--- src/rtl/cam_tx_pkg.sv ---
// Shared types and constants for the camera test-pattern transmitter.
package cam_tx_pkg;

    typedef enum logic [1:0] {
        MODE_RAMP  = 2'd0,
        MODE_BARS  = 2'd1,
        MODE_CHECK = 2'd2,
        MODE_FCNT  = 2'd3
    } mode_t;

    typedef enum logic [1:0] {
        IDLE   = 2'd0,
        ACTIVE = 2'd1,
        VBLANK = 2'd2
    } state_t;

    localparam logic [11:0] BAR_STEP = 12'h249;

    // Channel mask per bar, bit order {G,R,B}: black, blue, red, magenta, green, cyan, yellow, white.
    localparam logic [7:0][2:0] BAR_GRB = {
        3'b111, 3'b110, 3'b101, 3'b100, 3'b011, 3'b010, 3'b001, 3'b000
    };

endpackage

--- src/rtl/cam_tx_pixel_gen.sv ---
// Combinational pixel value for the test patterns.
// Define CAM_TX_BAYER_EN to turn the colour bars into a Bayer mosaic (GR/BG).
module cam_tx_pixel_gen
    import cam_tx_pkg::*;
#(
    parameter int H_ACTIVE = 640,
    parameter int DATA_W   = 12,
    parameter int H_W      = 10,
    parameter int V_W      = 9
) (
    input  logic [H_W-1:0]    h,
    input  logic [V_W-1:0]    v,
    input  mode_t             mode,
    input  logic [DATA_W-1:0] fcnt,
    output logic [DATA_W-1:0] pix
);

    logic [2:0]        bar;
    logic              chk;
    logic [DATA_W-1:0] bar_pix;

    always_comb begin
        bar = 3'(32'(h) / 32'(H_ACTIVE / 8));
        chk = |(((32'(h) ^ 32'(v)) >> 3) & 32'd1);
`ifdef CAM_TX_BAYER_EN
        // Mosaic row 0 is G R, row 1 is B G.
        unique case ({v[0], h[0]})
            2'b01:   bar_pix = BAR_GRB[bar][1] ? '1 : '0;
            2'b10:   bar_pix = BAR_GRB[bar][0] ? '1 : '0;
            default: bar_pix = BAR_GRB[bar][2] ? '1 : '0;
        endcase
`else
        bar_pix = DATA_W'(12'(bar) * BAR_STEP);
`endif
        unique case (mode)
            MODE_RAMP:  pix = DATA_W'(h);
            MODE_BARS:  pix = bar_pix;
            MODE_CHECK: pix = chk ? '1 : '0;
            default:    pix = fcnt;
        endcase
    end

endmodule

--- src/rtl/cam_pattern_tx.sv ---
// Parallel camera-interface transmitter emitting synthetic test-pattern frames.
// Optional Bayer colour bars are selected with CAM_TX_BAYER_EN (see cam_tx_pixel_gen).
module cam_pattern_tx
    import cam_tx_pkg::*;
#(
    parameter int H_ACTIVE = 640,
    parameter int H_BLANK  = 160,
    parameter int V_ACTIVE = 480,
    parameter int V_BLANK  = 45,
    parameter int DATA_W   = 12
) (
    input  logic              clk,
    input  logic              reset_n,
    input  logic              enable,
    input  logic [1:0]        mode,
    output logic              cam_pixclk,
    output logic              cam_fval,
    output logic              cam_lval,
    output logic [DATA_W-1:0] cam_d,
    output logic              frame_done,
    output logic [15:0]       frame_cnt
);

    localparam int H_TOT = H_ACTIVE + H_BLANK;
    localparam int V_MAX = (V_ACTIVE > V_BLANK) ? V_ACTIVE : V_BLANK;
    localparam int H_W   = $clog2(H_TOT + 1);
    localparam int V_W   = $clog2(V_MAX + 1);

    state_t            state, nstate;
    logic [H_W-1:0]    h, nh;
    logic [V_W-1:0]    v, nv;
    mode_t             mode_l, nmode;
    logic [DATA_W-1:0] fcnt_l, nfcnt;
    logic              h_last, frame_end, lval_n;
    logic [DATA_W-1:0] pix;

    // Next position; outputs are registered from it so they line up with the counters.
    always_comb begin
        nstate    = state;
        nh        = h;
        nv        = v;
        nmode     = mode_l;
        nfcnt     = fcnt_l;
        frame_end = 1'b0;
        h_last    = (h == H_W'(H_TOT - 1));
        unique case (state)
            IDLE: begin
                if (enable) begin
                    nstate = ACTIVE;
                    nh     = '0;
                    nv     = '0;
                    nmode  = mode_t'(mode);
                    nfcnt  = DATA_W'(frame_cnt);
                end
            end
            ACTIVE: begin
                nh = h_last ? '0 : h + H_W'(1);
                if (h_last) begin
                    if (v == V_W'(V_ACTIVE - 1)) begin
                        nstate    = VBLANK;
                        nv        = '0;
                        frame_end = 1'b1;
                    end else begin
                        nv = v + V_W'(1);
                    end
                end
            end
            VBLANK: begin
                nh = h_last ? '0 : h + H_W'(1);
                if (h_last) begin
                    if (v == V_W'(V_BLANK - 1)) begin
                        nv = '0;
                        if (enable) begin
                            nstate = ACTIVE;
                            nmode  = mode_t'(mode);
                            nfcnt  = DATA_W'(frame_cnt);
                        end else begin
                            nstate = IDLE;
                        end
                    end else begin
                        nv = v + V_W'(1);
                    end
                end
            end
            default: nstate = IDLE;
        endcase
        lval_n = (nstate == ACTIVE) && (nh < H_W'(H_ACTIVE));
    end

    cam_tx_pixel_gen #(
        .H_ACTIVE (H_ACTIVE),
        .DATA_W   (DATA_W),
        .H_W      (H_W),
        .V_W      (V_W)
    ) u_pixel_gen (
        .h    (nh),
        .v    (nv),
        .mode (nmode),
        .fcnt (nfcnt),
        .pix  (pix)
    );

    // Everything but pixclk moves only while pixclk is high, i.e. just before it falls.
    always_ff @(posedge clk or negedge reset_n) begin
        if (!reset_n) begin
            cam_pixclk <= 1'b0;
            cam_fval   <= 1'b0;
            cam_lval   <= 1'b0;
            cam_d      <= '0;
            frame_done <= 1'b0;
            frame_cnt  <= '0;
            state      <= IDLE;
            h          <= '0;
            v          <= '0;
            mode_l     <= MODE_RAMP;
            fcnt_l     <= '0;
        end else begin
            cam_pixclk <= ~cam_pixclk;
            frame_done <= 1'b0;
            if (cam_pixclk) begin
                state    <= nstate;
                h        <= nh;
                v        <= nv;
                mode_l   <= nmode;
                fcnt_l   <= nfcnt;
                cam_fval <= (nstate == ACTIVE);
                cam_lval <= lval_n;
                cam_d    <= lval_n ? pix : '0;
                if (frame_end) begin
                    frame_done <= 1'b1;
                    frame_cnt  <= frame_cnt + 16'd1;
                end
            end
        end
    end

endmodule

--- config.mk ---
export PLATFORM = sky130hd
export DESIGN_NAME = cam_pattern_tx
export DESIGN_NICKNAME = d
export VERILOG_FILES = /design/src/rtl/cam_tx_pkg.sv /design/src/rtl/cam_tx_pixel_gen.sv /design/src/rtl/cam_pattern_tx.sv
export SDC_FILE = /design/constraint.sdc
export NUM_CORES = 1
export LEC_CHECK = 0
export ABC_AREA = 1
export ABC_CLOCK_PERIOD_IN_PS = 7400
export CORE_MARGIN = 1
export CORE_UTILIZATION = 56
export DETAILED_ROUTE_END_ITERATION = 10
export HOLD_SLACK_MARGIN = 0.15
export PLACE_DENSITY = 0.78
export SLEW_MARGIN = 20
export SYNTH_ARGS = -nofsm -noshare
export SYNTH_HDL_FRONTEND = slang
export SYNTH_SLANG_ARGS = --single-unit
--- constraint.sdc ---
create_clock -name clk -period 7.4 [get_ports clk]
set_clock_uncertainty 0.2 [all_clocks]
set_input_delay 0.74 -clock clk [delete_from_list [all_inputs] [get_ports clk]]
set_output_delay 0.74 -clock clk [all_outputs]
set_load 0.05 [all_outputs]
# Word level (Yosys, flattened, before mapping)
# Cells that the tools add are included.
word_totals:
  inputBits: 5
  out_inout_bits: 32
  reg_bits: 67
  word_cells: 64
classes:
  n_div: 1
  mux: 32
  reduce_logical: 5
  n_addsub: 3
  eq_ne: 8
  multipliers: 1
  n_lt_le_gt_ge: 1
  n_bitwise: 2
ops:
  columns: ["op", "n"]
  rows:
  - ["$mux 12", 5]
  - ["$mux 9", 5]
  - ["$pmux 12 s3", 1]
  - ["$div 10x7->32 const B", 1]
  - ["$pmux 9 s3", 1]
  - ["$pmux 12 s2", 1]
  - ["$mux 10", 2]
  - ["$pmux 10 s2", 1]
  - ["$add 16x1->16 const B", 1]
  - ["$mux 2", 8]
  - ["$mul 3x10->12 const B", 1]
  - ["$add 10x1->10 const B", 1]
  - ["$eq 10x10->1 const B", 1]
  - ["$lt 10x10->1 const B", 1]
  - ["$add 9x1->9 const B", 1]
  - ["$eq 9x6->1 const B", 1]
  - ["$eq 9x9->1 const B", 1]
  - ["$eq 2x1->1 const B", 3]
  - ["$mux 1", 6]
  - ["$pmux 2 s3", 1]
  - ["$eq 2x2->1 const B", 2]
  - ["$logic_not 2->1", 2]
  - ["$pmux 2 s2", 1]
  - ["$xor 4x4->4", 1]
  - ["4 further kinds", 4]

# Depth between registers and ports, before layout
logic_depth:
  depth_word: 8
  mapped_depth: 27
  ltp_nobuf: 27

# By module
# From an unflattened synthesis, not the netlist that was laid out.
hier_totals:
  cells_unflattened: 683
  area_unflattened_um2: 4660.7
modules_own_cells:
  columns: ["module", "n_inst", "cells_each", "seq_area_each_um2", "area_per_inst_um2"]
  rows:
  - ["cam_pattern_tx", 1, 571, 1676.6, 4117.7]
  - ["cam_tx_pixel_gen", 1, 112, 0.0, 543.0]

# Least setup slack after synthesis
# Ideal clock, no wire load.
synth_path:
  path_kind: "input-to-reg"
  startpoint: "input port enable"
  endpoint: "register cam_d[0]"
  setup_time_ns: 0.118
  cell_stages: 21
  t_required_ns: 7.082
  arrival_ns: 2.751
  n_path_buf: 0
  path_slack_ns: 4.331
  path_cell_list: "nor2_1 nor2_2 inv_2 nand2_1 nand2_1 nand2_2 nand2_2 ha_1 inv_1 a21oi_4 nor2_8 nand3_4 nand2_1 nand2_1 inv_2 o211ai_1 nand3_1 o21bai_2 nand2_1 nand2_1 nand2_1"
synth_via:
  elab_chain_cells: 7
  word_cells_on_any_way: 29
  cone_classes: "1 x mul; 1 x div; 1 x order compare; 3 x eq/ne; 20 x mux; 1 x bitwise; 2 x reduce/logical"
synth_lines:
  columns: ["item", "line_no", "text"]
  rows:
  - ["start, declared", "cam_pattern_tx.sv:14", "input logic enable,"]
  - ["parallel branches: the longest is 6 deep, another holds $div 10x7->32", null, null]
  - ["$mux 12 (*)", "cam_pattern_tx.sv:128", "cam_d <= lval_n ? pix : '0;"]
  - ["end signal, assigned", "cam_pattern_tx.sv:128", null]
  - ["end, declared", "cam_pattern_tx.sv:19", "output logic [DATA_W-1:0] cam_d,"]
# Mark *: on every way between the ends.
# A chain may end at the register's enable or synchronous reset.

# Worst setup path after layout
layout_path:
  startpoint: "register h[0]"
  endpoint: "register cam_d[5]"
layout_via:
  elab_chain_cells: 7
  word_cells_on_any_way: 27
  cone_classes: "1 x add/sub; 1 x mul; 1 x div; 1 x order compare; 4 x eq/ne; 16 x mux; 1 x bitwise; 2 x reduce/logical"
layout_lines:
  columns: ["item", "line_no", "text"]
  rows:
  - ["start, declared", "cam_pattern_tx.sv:30", "logic [H_W-1:0] h, nh;"]
  - ["start signal, assigned", "cam_pattern_tx.sv:122", "h <= nh;"]
  - ["$add 10x1->10 / $eq 10x10->1 (equally long branches)", "cam_pattern_tx.sv:57, cam_pattern_tx.sv:69, cam_pattern_tx.sv:45", null]
  - ["$mux 10, or another cell as far along", "cam_pattern_tx.sv:57, cam_pattern_tx.sv:69", null]
  - ["$pmux 10 s2 / $pmux 9 s3 (equally long branches)", "cam_pattern_tx.sv:46", "unique case (state)"]
  - ["$div 10x7->32 / $xor 4x4->4 (equally long branches)", "cam_tx_pixel_gen.sv:23, cam_tx_pixel_gen.sv:24", null]
  - ["$mul 3x10->12 / $mux 12 (equally long branches)", "cam_tx_pixel_gen.sv:33, cam_tx_pixel_gen.sv:38", null]
  - ["$pmux 12 s3", "cam_tx_pixel_gen.sv:35", "unique case (mode)"]
  - ["$mux 12 (*)", "cam_pattern_tx.sv:128", null]
# Mark *: on every way between the ends. The rest lies on a longest branch, timed or not.

==> summary.md <==
| Metric | Value |
|---|---|
| Status | `completed` |
| Final Net Count | `just under 600` |
| Max clock buf depth | `2` |
| Area of placed instances | `approximately 0.0046 sq mm` |
| Worst-path clk slew | `0.07 ns` |
| I/O Buffers | `36` |
| ANT nets after route | `0` |
| First-pass GRT wire length | `between 15000 and 20000 um` |
| H-tree depth | `3` |
| CP arrival | `3.74 ns` |
| Detailed router's first-iteration violation count | `183` |
| Max Fclk | `0.270 GHz` |
| Tot GR Track Use | `27.2%` |
| RSZ-0062 raised after global routing | `false` |
| Worst path required time | `7.44 ns` |
| Vias per cell | `5.45` |
| Post-synthesis cell count | `541` |
| # placed instances | `664` |
| Post-cts resize count | `0` |
| Synth Flop Type | `dfrtp_1` |
| Via count | `~3700` |
| Fraction of layout cells with a size suffix above 1 | `10.8%` |
| Avg Cell Area, Syn | `7.65 sq um` |
| Vias in the first global route | `3512` |
| WL per Instance | `14.1 um` |
| Num CTS Buffers | `9` |
| CP max FO | `14` |
| Max Slew Vio Count | `0` |
| Power per Cell Area | `239 mW/mm^2` |
| Die area | `0.00774 sq mm` |
| Largest net degree at the start of global routing | `approximately 70` |
| Post-synth net total | `555` |
| Part of the cycle the worst path needs | `between 50% and 60%` |
| RePlAce Congestion | `0.931` |
| CTS root buf | `clkbuf_8` |
| Clock tree from TritonCTS | `built` |
| Hold Vio Cnt, Final | `0` |
| Worst-path cell chain | `ha_1 -> nand2_1 -> nor2_4 -> nand3_4 -> nor4_4 -> nor2_1 -> nor3_4 -> o22ai_1 -> nand2_1 -> nand2_1 -> nor2_1 -> a21o_1 -> nand2_1` |
| Dpl ws | `~3.4 ns` |
| Congestion Overflow GR | `0` |
| # fillers | `599` |
| Worst hold slack | `between 0.2 and 0.3 ns` |
| Setup TNS | `0 ns` |
| Ys Warns | `0` |
| Worst min path class | `flop to flop` |
| Post-Syn Area | `between 0.004 and 0.005 sq mm` |
| First drt pass iteration count | `4` |
| Buffers and inverters on the worst path | `0` |
| Clock Sinks | `67` |
| Antenna cell count | `0` |
| Sequential share of the synthesized area | `40.5%` |
| Unique masters post-synth | `41` |
| #FFs+latches synth | `67` |
| Area grow syn2layout | `15.7%` |
| Worst Setup Path Type | `flop to flop` |
| Worst-skew pair later-pin latency | `roughly 0.35 ns` |
| Critical path launch point type | `flop` |
| Async SR Flop Fraction | `100%` |
| Hpwl dp | `6780 um` |
| Worst path slowest cell | `nor3_4` |
| Post-synth EDFFs | `0` |
| Core Area | `0.00698 sq mm` |
| DRC | `0` |
| # setup viols final | `0` |
| Max VDD drop | `0.155 mV` |
| Measured slew at the worst slew-check pin | `around 1.0 ns` |
| Slowest stage delay, CP | `0.48 ns` |
| Slew HR | `30.7%` |
| Setup crit end kind | `flop` |
| Initial antenna violation count | `0` |
| Tmin final | `3.70 ns` |
| Final worst slack | `3.70 ns` |
| Die Y | `between 80 and 90 um` |
| Die W | `approximately 90 um` |
| CP top delay family | `simple AND/OR/NAND/NOR gates` |
| Hold_buf cts | `0` |
| Leak Pwr | `0.00230 uW` |
| Post-CTS setup buffer count | `0` |
| MaxCap Viol Count | `0` |
| Final Cell Area | `0.00479 sq mm` |
| I/O pin total | `37` |
| Total wire length | `9580 um` |
| Final Non-Filler Cells | `between 600 and 700` |
| Core Rows | `30` |
| CP most frequent cell | `nand2_1` |
| Initial core utilization | `59.3%` |
worst register-to-register path, delay by kind of cell (launching register included):
kind                       cells  cell delay [ns]
AOI/OAI and AO/OA              2             0.48
adders and majority gates      1             0.18
DFF                            1             0.41
and+or+nand+nor               10             2.32
cells in the mapped netlist, types with 3 or more instances:
master,number,area [sq um]
o22ai_1,22,138
nand2_1,127,477
nor2_2,7,43.8
o21ai_0,50,250
clkbuf_1,7,26.3
inv_2,8,30.0
dfrtp_1,67,1680
ha_1,9,113
nor2_1,48,180
nand4_1,13,81.3
nor2_4,3,33.8
xor2_1,18,158
nor3_1,10,50.1
nand2_2,6,37.5
nand3_2,8,80.1
a21oi_1,9,45.0
o211ai_1,3,22.5
nand3_1,17,85.1
inv_1,80,300
final timing paths:
kind                                           start                        end  cells past startpoint  slack, ns
hold reg to reg            frame_cnt[15]$_DFFE_PN0P_  frame_cnt[15]$_DFFE_PN0P_                      1       0.28
max in group asynchronous                    reset_n           v[8]$_DFFE_PN0P_                      2       6.09
setup / recovery                    h[0]$_DFFE_PN0P_       cam_d[5]$_DFFE_PN0P_                     13       3.70
setup reg to reg                    h[0]$_DFFE_PN0P_       cam_d[5]$_DFFE_PN0P_                     13       3.70
min in group asynchronous                    reset_n           v[5]$_DFFE_PN0P_                      2       0.36
hold / removal             frame_cnt[15]$_DFFE_PN0P_  frame_cnt[15]$_DFFE_PN0P_                      1       0.28
state kept, by name, indices dropped and copies added, names as in the netlist, 2 cells and up, named ones only:
register / count
state: 2
cam_d: 12
v: 6
frame_cnt: 16
mode_l: 2
h: 10
fcnt_l: 12
stage by stage:
step | power (uW) | utilization [%]
6_report | 1140 | 68.6
5_1_grt | 1210 | 68.6
4_1_cts | 1150 | 68.5
3_5_place_dp | 829 | 65.6
3_3_place_gp | 824 | 65.6
2_1_floorplan | 711 | -
area by class of cell:
cell class | instances | area, sq um | area share, %
clock buffers | 11 | 141 | 2.95
clock inverters | 5 | 61.3 | 1.28
inverters | 88 | 330 | 6.90
multi-input cells | 375 | 2080 | 43.5
flip-flops and latches | 67 | 1680 | 35.0
well taps | 96 | 120 | 2.51
repair buffers | 39 | 378 | 7.89
metal layers:
| layer | GRT usage (%) | up-vias | routed length, um |
|---|---|---|---|
| met4 | 10.9 | 0 | 202 |
| met1 | 34.9 | 1745 | 4330 |
| met2 | 45.2 | 120 | 4540 |
| met5 | 0 | - | 0 |
| met3 | 5.37 | 18 | 507 |
| li1 | - | 1828 | - |
power by group:
part / internal, uW / total [uW] / switching (uW) / leakage, uW
registers: 403 / 428 / 24.7 / 0.000919
logic: 115 / 405 / 289 / 0.00128
clock network: 167 / 312 / 145 / 0.000104
cell families after synthesis:
family | share of synthesized area [%]
simple gates | 29.6
fa+ha+maj | 2.72
buf+inv | 9.19
xor+xnor | 4.23
compound gates | 13.8
flops | 40.5
cells in the final DEF, fill, tap and decap left out, types with 6 or more instances in the layout:
cell	count
nand2_2	6
dfrtp_1	67
nor3_1	10
nand3_2	8
o22ai_1	22
o21ai_0	50
xor2_1	18
a21oi_1	9
clkdlybuf4s50_1	35
nand2_1	127
inv_1	80
nand4_1	13
nor2_2	7
ha_1	9
nand3_1	17
nor2_1	48
inv_2	8
clkbuf_8	10
No activity file was read; power rests on OpenSTA's default activity.
